--- config.mk ---
export PLATFORM = sky130hd
export DESIGN_NAME = mod_sum_postproc
export DESIGN_NICKNAME = d
export VERILOG_FILES = /design/src/rtl/mod_sum_postproc.sv
export SDC_FILE = /design/constraint.sdc
export NUM_CORES = 1
export LEC_CHECK = 0
export ABC_AREA = 1
export BUFFER_PORTS_ARGS = -buffer_cell sky130_fd_sc_hd__buf_2
export CORE_ASPECT_RATIO = 2
export CORE_MARGIN = 4
export CORE_UTILIZATION = 30
export DETAILED_ROUTE_END_ITERATION = 8
export HOLD_SLACK_MARGIN = 0.03
export MAX_ROUTING_LAYER = met4
export PLACE_DENSITY_LB_ADDON = 0.3
export SLEW_MARGIN = 20
export SYNTH_ARGS = -nofsm -noshare
export SYNTH_HDL_FRONTEND = slang
export SYNTH_SLANG_ARGS = --single-unit
--- constraint.sdc ---
create_clock -name clk -period 1 [get_ports clk]
set_input_delay 0.2 -clock clk [delete_from_list [all_inputs] [get_ports clk]]
set_output_delay 0.2 -clock clk [all_outputs]
set_load 0.02 [all_outputs]
--- src/rtl/mod_sum_postproc.sv ---
// mod_sum_postproc: post-processing stage of a modular adder, M = 2^W - k.
// Recombines the half-sums and carries of the plain path (a+b) and the
// offset path (a+b+k), then selects the offset result whenever either path
// carries out of the top bit. Two-stage valid/ready pipeline.
// Optional feature: define MOD_POST_REDUCE_CNT_EN to build the saturating
// counter of delivered reduced results on reduce_cnt. Without the macro,
// reduce_cnt is tied to zero.
module mod_sum_postproc #(
    parameter int W = 7
) (
    input  logic         clk,
    input  logic         rst,
    input  logic         in_valid,
    output logic         in_ready,
    input  logic [W-1:0] h,
    input  logic [W-1:0] h_prim,
    input  logic [W-1:0] c,
    input  logic [W-1:0] c_prim,
    output logic         out_valid,
    input  logic         out_ready,
    output logic [W-1:0] sum,
    output logic         reduced,
    output logic [15:0]  reduce_cnt
);

    logic [W-1:0] s_plain;
    logic [W-1:0] s_offs;
    logic         sel;

    logic [W-1:0] s1_plain;
    logic [W-1:0] s1_offs;
    logic         s1_sel;
    logic         v1;
    logic         v2;

    logic         take2;
    logic         load1;
    logic         out_hs;

    // Sum bits from half-sums and the carry into each bit (carry into bit 0 is 0)
    always_comb begin
        s_plain = h      ^ {c[W-2:0], 1'b0};
        s_offs  = h_prim ^ {c_prim[W-2:0], 1'b0};
        sel     = c[W-1] | c_prim[W-1];
    end

    // Pipeline handshake: stage 2 takes from stage 1 when empty or draining
    always_comb begin
        take2     = v1 & (~v2 | out_ready);
        in_ready  = ~v1 | take2;
        load1     = in_valid & in_ready;
        out_valid = v2;
        out_hs    = v2 & out_ready;
    end

    // Stage 1: register both candidate sums and the selection bit
    always_ff @(posedge clk or posedge rst) begin
        if (rst) begin
            v1       <= 1'b0;
            s1_plain <= '0;
            s1_offs  <= '0;
            s1_sel   <= 1'b0;
        end else begin
            if (load1) begin
                v1       <= 1'b1;
                s1_plain <= s_plain;
                s1_offs  <= s_offs;
                s1_sel   <= sel;
            end else if (take2) begin
                v1 <= 1'b0;
            end
        end
    end

    // Stage 2: final mux into the output register; holds while stalled
    always_ff @(posedge clk or posedge rst) begin
        if (rst) begin
            v2      <= 1'b0;
            sum     <= '0;
            reduced <= 1'b0;
        end else begin
            if (take2) begin
                v2      <= 1'b1;
                sum     <= s1_sel ? s1_offs : s1_plain;
                reduced <= s1_sel;
            end else if (out_hs) begin
                v2 <= 1'b0;
            end
        end
    end

`ifdef MOD_POST_REDUCE_CNT_EN
    logic [15:0] cnt_q;

    // Count delivered reduced results, saturating at all-ones
    always_ff @(posedge clk or posedge rst) begin
        if (rst) begin
            cnt_q <= '0;
        end else if (out_hs && reduced && (cnt_q != '1)) begin
            cnt_q <= cnt_q + 16'd1;
        end
    end

    assign reduce_cnt = cnt_q;
`else
    assign reduce_cnt = '0;
`endif

endmodule

== Word level (Yosys, flattened, before mapping) ==
Index checks and enable logic that the tools add are counted.
W data, S select, Z words.

* Reduce and logical (&&, ||, !) cells: 2
* Mux-type cells: 5
* Bitwise gates (word level): 10

{| class="wikitable"
|+ Operators by type and width
! kind !! number
|-
| $xor A7 B7 Y7 || 2
|-
| $mux W7 || 1
|-
| $mux W1 || 4
|-
| $reduce_bool A2 Y1 || 2
|-
| $and A1 B1 Y1 || 3
|-
| $or A1 B1 Y1 || 3
|-
| $not A1 Y1 || 2
|}

* Logic and storage cells: 24
* Bits in registers: 25

== Depth between registers and ports, before layout ==
Gate-level depths: netlist of the first run.

* Depth after elaboration: 6
* Gate-level depth with buffers: 6
* Depth with buffers taken out: 6

== Least setup slack after synthesis of the first run ==
OpenSTA, ideal clock, no wires.

* Path kind: flip-flop to flip-flop
* From: register v2 (netlist: out_valid)
* To: register s1_offs[1]
* Cell stages (with the launch flop): 5
* Buffers on the path: 1
* Path slack: -0.083 ns
* Arrival: 0.966 ns
* Required time: 0.883 ns
* Path through: dfrtp_1 -> nand3_4 -> buf_4 -> nand3_1 -> nand2_1

* Cells in the longest elaborated chain, start to end: 5

{| class="wikitable"
|+ Ends and longest elaborated chain
! item !! RTL line !! RTL
|-
| from (decl) || 34 || <nowiki>logic v2;</nowiki>
|-
| from (signal assigned) || 78 || <nowiki>v2 <= 1'b0;</nowiki>
|-
| from (signal assigned) || 83 || <nowiki>v2 <= 1'b1;</nowiki>
|-
| from (signal assigned) || 87 || <nowiki>v2 <= 1'b0;</nowiki>
|-
| $not A1 Y1 || 49 || <nowiki>take2 = v1 & (~v2 | out_ready);</nowiki>
|-
| $or A1 B1 Y1 || 49 ||
|-
| $and A1 B1 Y1 || 49 ||
|-
| $or A1 B1 Y1 || 50 || <nowiki>in_ready = ~v1 | take2;</nowiki>
|-
| net in_ready || 14 || <nowiki>output logic in_ready,</nowiki>
|-
| $and A1 B1 Y1 || 51 || <nowiki>load1 = in_valid & in_ready;</nowiki>
|-
| to (signal assigned) || 67 || <nowiki>s1_offs <= s_offs;</nowiki>
|-
| to (decl) || 31 || <nowiki>logic [W-1:0] s1_offs;</nowiki>
|}

The timed path passes the listed nets, and every way through them passes these cells.
A chain may end at the register's enable or synchronous reset.

== Worst setup path after layout of the first run ==
* From: register v1
* To: output in_ready

* Cells in the longest elaborated chain, start to end: 2
* Elaborated cells between the ends (all ways): 3

{| class="wikitable"
|+ Ends and longest elaborated chain
! item !! RTL line !! RTL
|-
| from (decl) || 33 || <nowiki>logic v1;</nowiki>
|-
| from (signal assigned) || 59 || <nowiki>v1 <= 1'b0;</nowiki>
|-
| from (signal assigned) || 65 || <nowiki>v1 <= 1'b1;</nowiki>
|-
| from (signal assigned) || 70 || <nowiki>v1 <= 1'b0;</nowiki>
|-
| $and A1 B1 Y1 / $not A1 Y1 (equally long branches) || 49, 50 ||
|-
| $or A1 B1 Y1 * || 50 ||
|-
| to (decl) || 14 ||
|}

Mark *: on every way between the ends. The rest lies on a longest branch, timed or not.

==> impl_metrics.py, run 1 <==
metrics = {
    "die": {
        "core_um2": 4642,
        "initial_utilization": 0.3097,
        "rows": 35,
        "io_pins": 58,
        "dieHeight_um": 105.9,
        "die_x_um": 56.95,
        "dieArea_um2": 6031,
    },
    "setup_path": {
        "cp.required_ns": 0.80,
        "critPathSlowestCell": "dfrtp_1",
        "critPathKind": "flip-flop to output pin",
        "crit_buf_inv": 1,
        "start_kind": "flip-flop",
        "critPathMaxStageDelay_ns": 0.40,
        "cp_max_fo": 2,
        "crit_family": "flip-flops",
        "end_kind": "output pin",
        "worstPathCellList": "nand3_4 > buf_6",
        "cp.arrival_ns": 0.93,
    },
    "status": {
        "violations": "negative setup slack",
        "status": "finished with violations",
    },
    "logic_synthesis": {
        "seq_area_frac_synth": 0.4352,
        "postSynthAreaPerCell_um2": 6.912,
        "synth_area_um2": 1438,
        "synthCells": 208,
        "ys_seq_elements": 25,
        "yosysWarnings": 0,
        "yosys.cell_types.count": 14,
    },
    "clock_network": {
        "clkLatencyLatePin_ns": 0.26,
        "cts_root_buffer": "clkbuf_8",
        "clk_path_buf_depth": 2,
        "clock-sinks": 25,
        "clk_pin_slew_worst_paths_ns": 0.09,
        "cts_buffers": 3,
        "cts_tree": "built",
        "h-tree-depth": 1,
    },
    "run": {
        "max_cap_viol_count": 0,
    },
    "hold_path": {
        "min_path_type": "input pin to flip-flop",
    },
    "route": {
        "drt-vias-per-instance": 4.125,
        "drc": 0,
        "drt_iter0_drc": 22,
        "ant_nets": 0,
        "drt_wl_total_um": 3013,
        "vias": 1320,
        "drtPass1Iterations": 3,
        "wire_per_inst_um": 9.416,
    },
    "finish": {
        "syn_to_final_growth_pct": 32.81,
        "fin_area_um2": 1909,
        "nets": 298,
        "drive_gt1_frac": 0.2604,
        "antenna-diode-count": 0,
    },
    "sta": {
        "rsz0062_at_grt": "true",
        "skew_ns": 0.002307,
        "finalCritPeriodShare": 1.129,
        "drv_slew": 0,
        "fmax_ghz": 0.8859,
        "finalCriticalPeriod_ns": 1.129,
        "hold_viol_final": 0,
        "setup_viol": 24,
        "fin_ws_ns": -0.1289,
    },
    "placement": {
        "gp_congestion": 0.7849,
        "dpl_worst_slack_ns": -0.07573,
        "dp_hpwl_um": 2388,
        "io_buffers": 41,
        "placed_cell_area_um2": 1683,
    },
    "global_route": {
        "antenna_found_initial": 0,
        "grt_max_degree": 26,
        "grt_pass1_wl_um": 5416,
        "grt_use_total": 0.1155,
        "grt_pass1_vias": 1287,
        "grt_overflow": 0,
    },
    "power_and_ir_drop": {
        "p_int_mw": 2.142,
        "power.net_switching_mw": 1.084,
        "p_seq_frac": 0.426,
        "comb_power_share": 0.394,
        "p_leak_nw": 1.206,
        "power-per-cell-area_nw_per_um2": 1689,
        "peakVddDrop_mv": 0.8093,
        "clkPwrFrac": 0.180,
        "p_sw_frac": 0.3360,
    },
}
routing by layer:
metal / global-route usage / vias up / share of wire
li1: - / 690 / -
met1: 0.1138 / 580 / 0.35
met2: 0.2054 / 42 / 0.55
met3: 0.01458 / 8 / 0.056
met4: 0.07463 / 0 / 0.040
met5: - / - / 0
registers in the layout, indices dropped and copies added (netlist names):
name       count
out_valid      1
reduced        1
s1_offs        7
s1_plain       7
s1_sel         1
sum            7
v1             1
worst min-delay path: cells and delay by family:
| family | cells | cell delay, ns |
|---|---|---|
| simple gates | 2 | 0.12 |
| buf+inv | 1 | 0.08 |
synthesized netlist by cell type, drive strengths merged:
cell type  number  area, µm²
nand3          16      92.59
or2             1      6.260
nand2         114      435.4
clkbuf          1      5.000
conb            1      3.750
o21ai           1      5.000
inv            28      105.1
dfrtp          25      625.6
buf            21      158.9
through the flow:
stage	instances	power [mW]	TNS, ns	hold WS [ns]	utilization
finish	320	3.226	-1.184	0.1735	0.4113
global route	320	3.469	-3.168	0.1778	0.4113
CTS	318	3.188	-2.268	0.1760	0.4043
detailed placement	304	2.306	-0.7369	0.2639	0.3625
global placement	304	2.286	-0.4732	0.2617	0.3625
floorplan	223	2.021	0	0.2273	-
power by group through the flow:
stage	logic, mW	registers (mW)	clock network (mW)
after floorplan	0.532	1.49	0
after global routing	1.42	1.42	0.635
after detailed placement	0.928	1.38	0
after global placement	0.909	1.38	0
final	1.27	1.37	0.581
after CTS	1.23	1.37	0.593
cells by family after synthesis:
logic type      after synthesis  synth area share
compound gates                1          0.003478
buf+inv                      50            0.1871
flops                        25            0.4352
other cells                   1          0.002608
simple gates                131            0.3716
worst paths after layout:
kind	from	end	slack, ns	depth (start not counted)
setup reg to reg	out_valid	sum[0]	-0.08	5
hold reg to reg	s1_offs[0]	s1_offs[0]	0.48	2
hold / removal	h[0]	s1_plain[0]	0.17	3
max in group asynchronous	rst	out_valid	0.22	4
setup / recovery	v1	in_ready	-0.13	2
min in group asynchronous	rst	s1_plain[2]	0.52	4
what timing repair did:
item                       CTS  global route
hold endpoints to repair    25             0
hold buffers                 1             0
setup endpoints to repair   26            34
resized for setup           18             5
setup buffers                9             2
pin swaps                    1             1
gates cloned                 0             0
cell usage in the layout, fill, tap and decap left out, drive strengths merged:
| master | synthesis | final |
|---|---|---|
| inv | 28 | 28 |
| buf | 21 | 59 |
| clkinv | 0 | 1 |
| dlygate4sd3 | 0 | 1 |
| nand2 | 114 | 114 |
| conb | 1 | 16 |
| o21ai | 1 | 1 |
| or2 | 1 | 1 |
| dfrtp | 25 | 25 |
| nand3 | 16 | 16 |
| clkbuf | 1 | 3 |
layout make-up:
cell class	count	area [µm²]
Timing Repair Buffer	60	454.2
Sequential cell	25	626.9
Tap cell	55	68.82
Inverter	28	105.1
Multi-Input combinational cell	148	608.1
Fill cell	514	2733
Clock buffer	3	41.29
Clock inverter	1	5.005
(Power assumes the default switching activity.)
==> run 2: changes to the inputs <==
Settings changed: CTS_CLUSTER_SIZE set to 20.
Clock period 1 ns to 1.25 ns, I/O delays scaled along.
==> run 2 against run 1 <==
The flow now finishes without violations; first-iteration DRC count down 4.5%; core utilization down 4.5 points; non-clock buffer count down 14; count of clock-buffer cells in the layout unchanged; critical path type unchanged; critical endpoint unchanged; largest cell class unchanged.
==> impl_metrics.py, run 2 (same netlist as run 1, synthesis figures left out) <==
metrics = {
    "finish": {
        "fin_area_um2": 1699,
        "mostFrequentLayoutCells": "nand2_1, buf_2, inv_1",
        "antenna-diode-count": 0,
        "drive_gt1_frac": 0.2112,
        "syn_to_final_growth_pct": 18.19,
        "nets": 284,
        "stdcell_count": 306,
        "final_common_cell": "nand2_1",
        "largestRegisters": "s1_offs: 7 flops, s1_plain: 7 flops, sum: 7 flops",
        "utilization": 0.3660,
    },
    "status": {
        "status": "completed",
    },
    "route": {
        "drt-vias-per-instance": 4.157,
        "drc": 0,
        "vias": 1272,
        "drt_wl_total_um": 2933,
        "drtPass1Iterations": 4,
        "ant_nets": 0,
        "wire_per_inst_um": 9.585,
        "drt_iter0_drc": 21,
    },
    "sta": {
        "finalCriticalPeriod_ns": 1.188,
        "hold_slack_ns": 0.1961,
        "setup_viol": 0,
        "drv_slew": 0,
        "hold_viol_final": 0,
        "fmax_ghz": 0.8417,
        "rsz0062_at_grt": "false",
        "skew_ns": 0.006494,
        "setup_tns_ns": 0,
        "fin_ws_ns": 0.06198,
        "finalCritPeriodShare": 0.9504,
    },
    "power_and_ir_drop": {
        "p_leak_nw": 1.103,
        "power.total_mw": 2.276,
        "clkPwrFrac": 0.215,
        "comb_power_share": 0.310,
        "p_seq_frac": 0.475,
        "p_int_mw": 1.453,
        "p_sw_frac": 0.3618,
        "power-per-cell-area_nw_per_um2": 1340,
        "power.net_switching_uw": 823.5,
        "peakVddDrop_mv": 0.6369,
    },
    "setup_path": {
        "rrSetupSlack_ns": 0.11,
        "cp_max_fo": 3,
        "worstPathCellList": "nand3_4 > buf_6",
        "crit_buf_inv": 1,
        "end_kind": "output pin",
        "critPathMaxStageDelay_ns": 0.41,
        "cp.arrival_ns": 0.94,
        "cp.required_ns": 1.00,
        "crit_family": "flip-flops",
        "critPathKind": "flip-flop to output pin",
        "rr_startpoint": "out_valid",
        "start_kind": "flip-flop",
        "critPathLaunch": "out_valid",
        "critPathSlowestCell": "dfrtp_1",
    },
    "global_route": {
        "antenna_found_initial": 0,
        "grt_use_total": 0.1075,
        "grt_max_degree": 26,
        "grt_pass1_vias": 1226,
        "grt_overflow": 0,
        "grt_pass1_wl_um": 5037,
    },
    "placement": {
        "io_buffers": 41,
        "placed_cells": 300,
        "dp_hpwl_um": 2314,
        "gp_congestion": 0.7299,
        "dpl_worst_slack_ns": 0.1663,
        "placed_cell_area_um2": 1627,
    },
    "clock_network": {
        "cts_tree": "built",
        "clock-sinks": 25,
        "clk_pin_slew_worst_paths_ns": 0.09,
        "cts_buffers": 3,
        "cts_root_buffer": "clkbuf_8",
        "clk_path_buf_depth": 2,
        "clkLatencyLatePin_ns": 0.27,
        "h-tree-depth": 1,
    },
    "die": {
        "initial_utilization": 0.3097,
        "core_um2": 4642,
        "die_x_um": 56.95,
        "rows": 35,
        "dieArea_um2": 6031,
        "io_pins": 58,
        "dieHeight_um": 105.9,
    },
    "hold_path": {
        "min_path_type": "input pin to flip-flop",
        "hp-start": "h_prim[0]",
    },
    "run": {
        "max_cap_viol_count": 0,
    },
}
[run 2: changes by cell type in the layout (fill, tap and decap cells not counted), moves of 3 or more]
cell / change
buf_12: -3
buf_2: +9
buf_4: -10
buf_6: -10
[run 2: what timing repair did]
item / in CTS / in global routing
endpoints found under the hold margin: 25 / 0
gates cloned: 0 / 0
hold buffers: 1 / 0
setup buffers: 1 / 0
gates resized for setup: 0 / 2
pin swaps: 1 / 1
endpoints found under the setup margin: 1 / 1
[run 2: per-layer routing]
metal	vias up	wire [µm]	GRT usage
met2	54	1494	0.1923
met3	9	223	0.01823
met1	546	1100	0.1049
met4	0	114	0.06302
li1	663	-	-
met5	-	0	-
[run 2: worst reg2reg max path: cells and delay by family, from the launching register on]
kind / cells / cell delay [ns]
flops: 1 / 0.43
simple gates: 4 / 0.42
buf+inv: 1 / 0.20
[run 2: cell type report]
| class | instances | area, µm² |
|---|---|---|
| clock buffer | 3 | 41.29 |
| clock inverter | 1 | 7.507 |
| fill | 550 | 2943 |
| inverter | 28 | 105.1 |
| multi-input combinational | 148 | 599.3 |
| sequential | 25 | 625.6 |
| tap | 55 | 68.82 |
| timing repair buffer | 46 | 251.5 |
[run 2: worst paths after layout]
kind	cells past startpoint	to
setup reg to reg	5	s1_offs[3]
min in group asynchronous	4	s1_plain[4]
setup / recovery	2	in_ready
max in group asynchronous	4	s1_plain[2]
hold / removal	3	s1_offs[0]
hold reg to reg	2	sum[0]
[run 2: power groups by stage]
stage                     Sequential [mW]  Clock (mW)  Combinational, mW
final                                1.08       0.489              0.705
after global routing                 1.11       0.536              0.806
after CTS                            1.08       0.510              0.718
after detailed placement             1.10           0              0.706
after global placement               1.09           0              0.697
after floorplan                      1.19           0              0.423
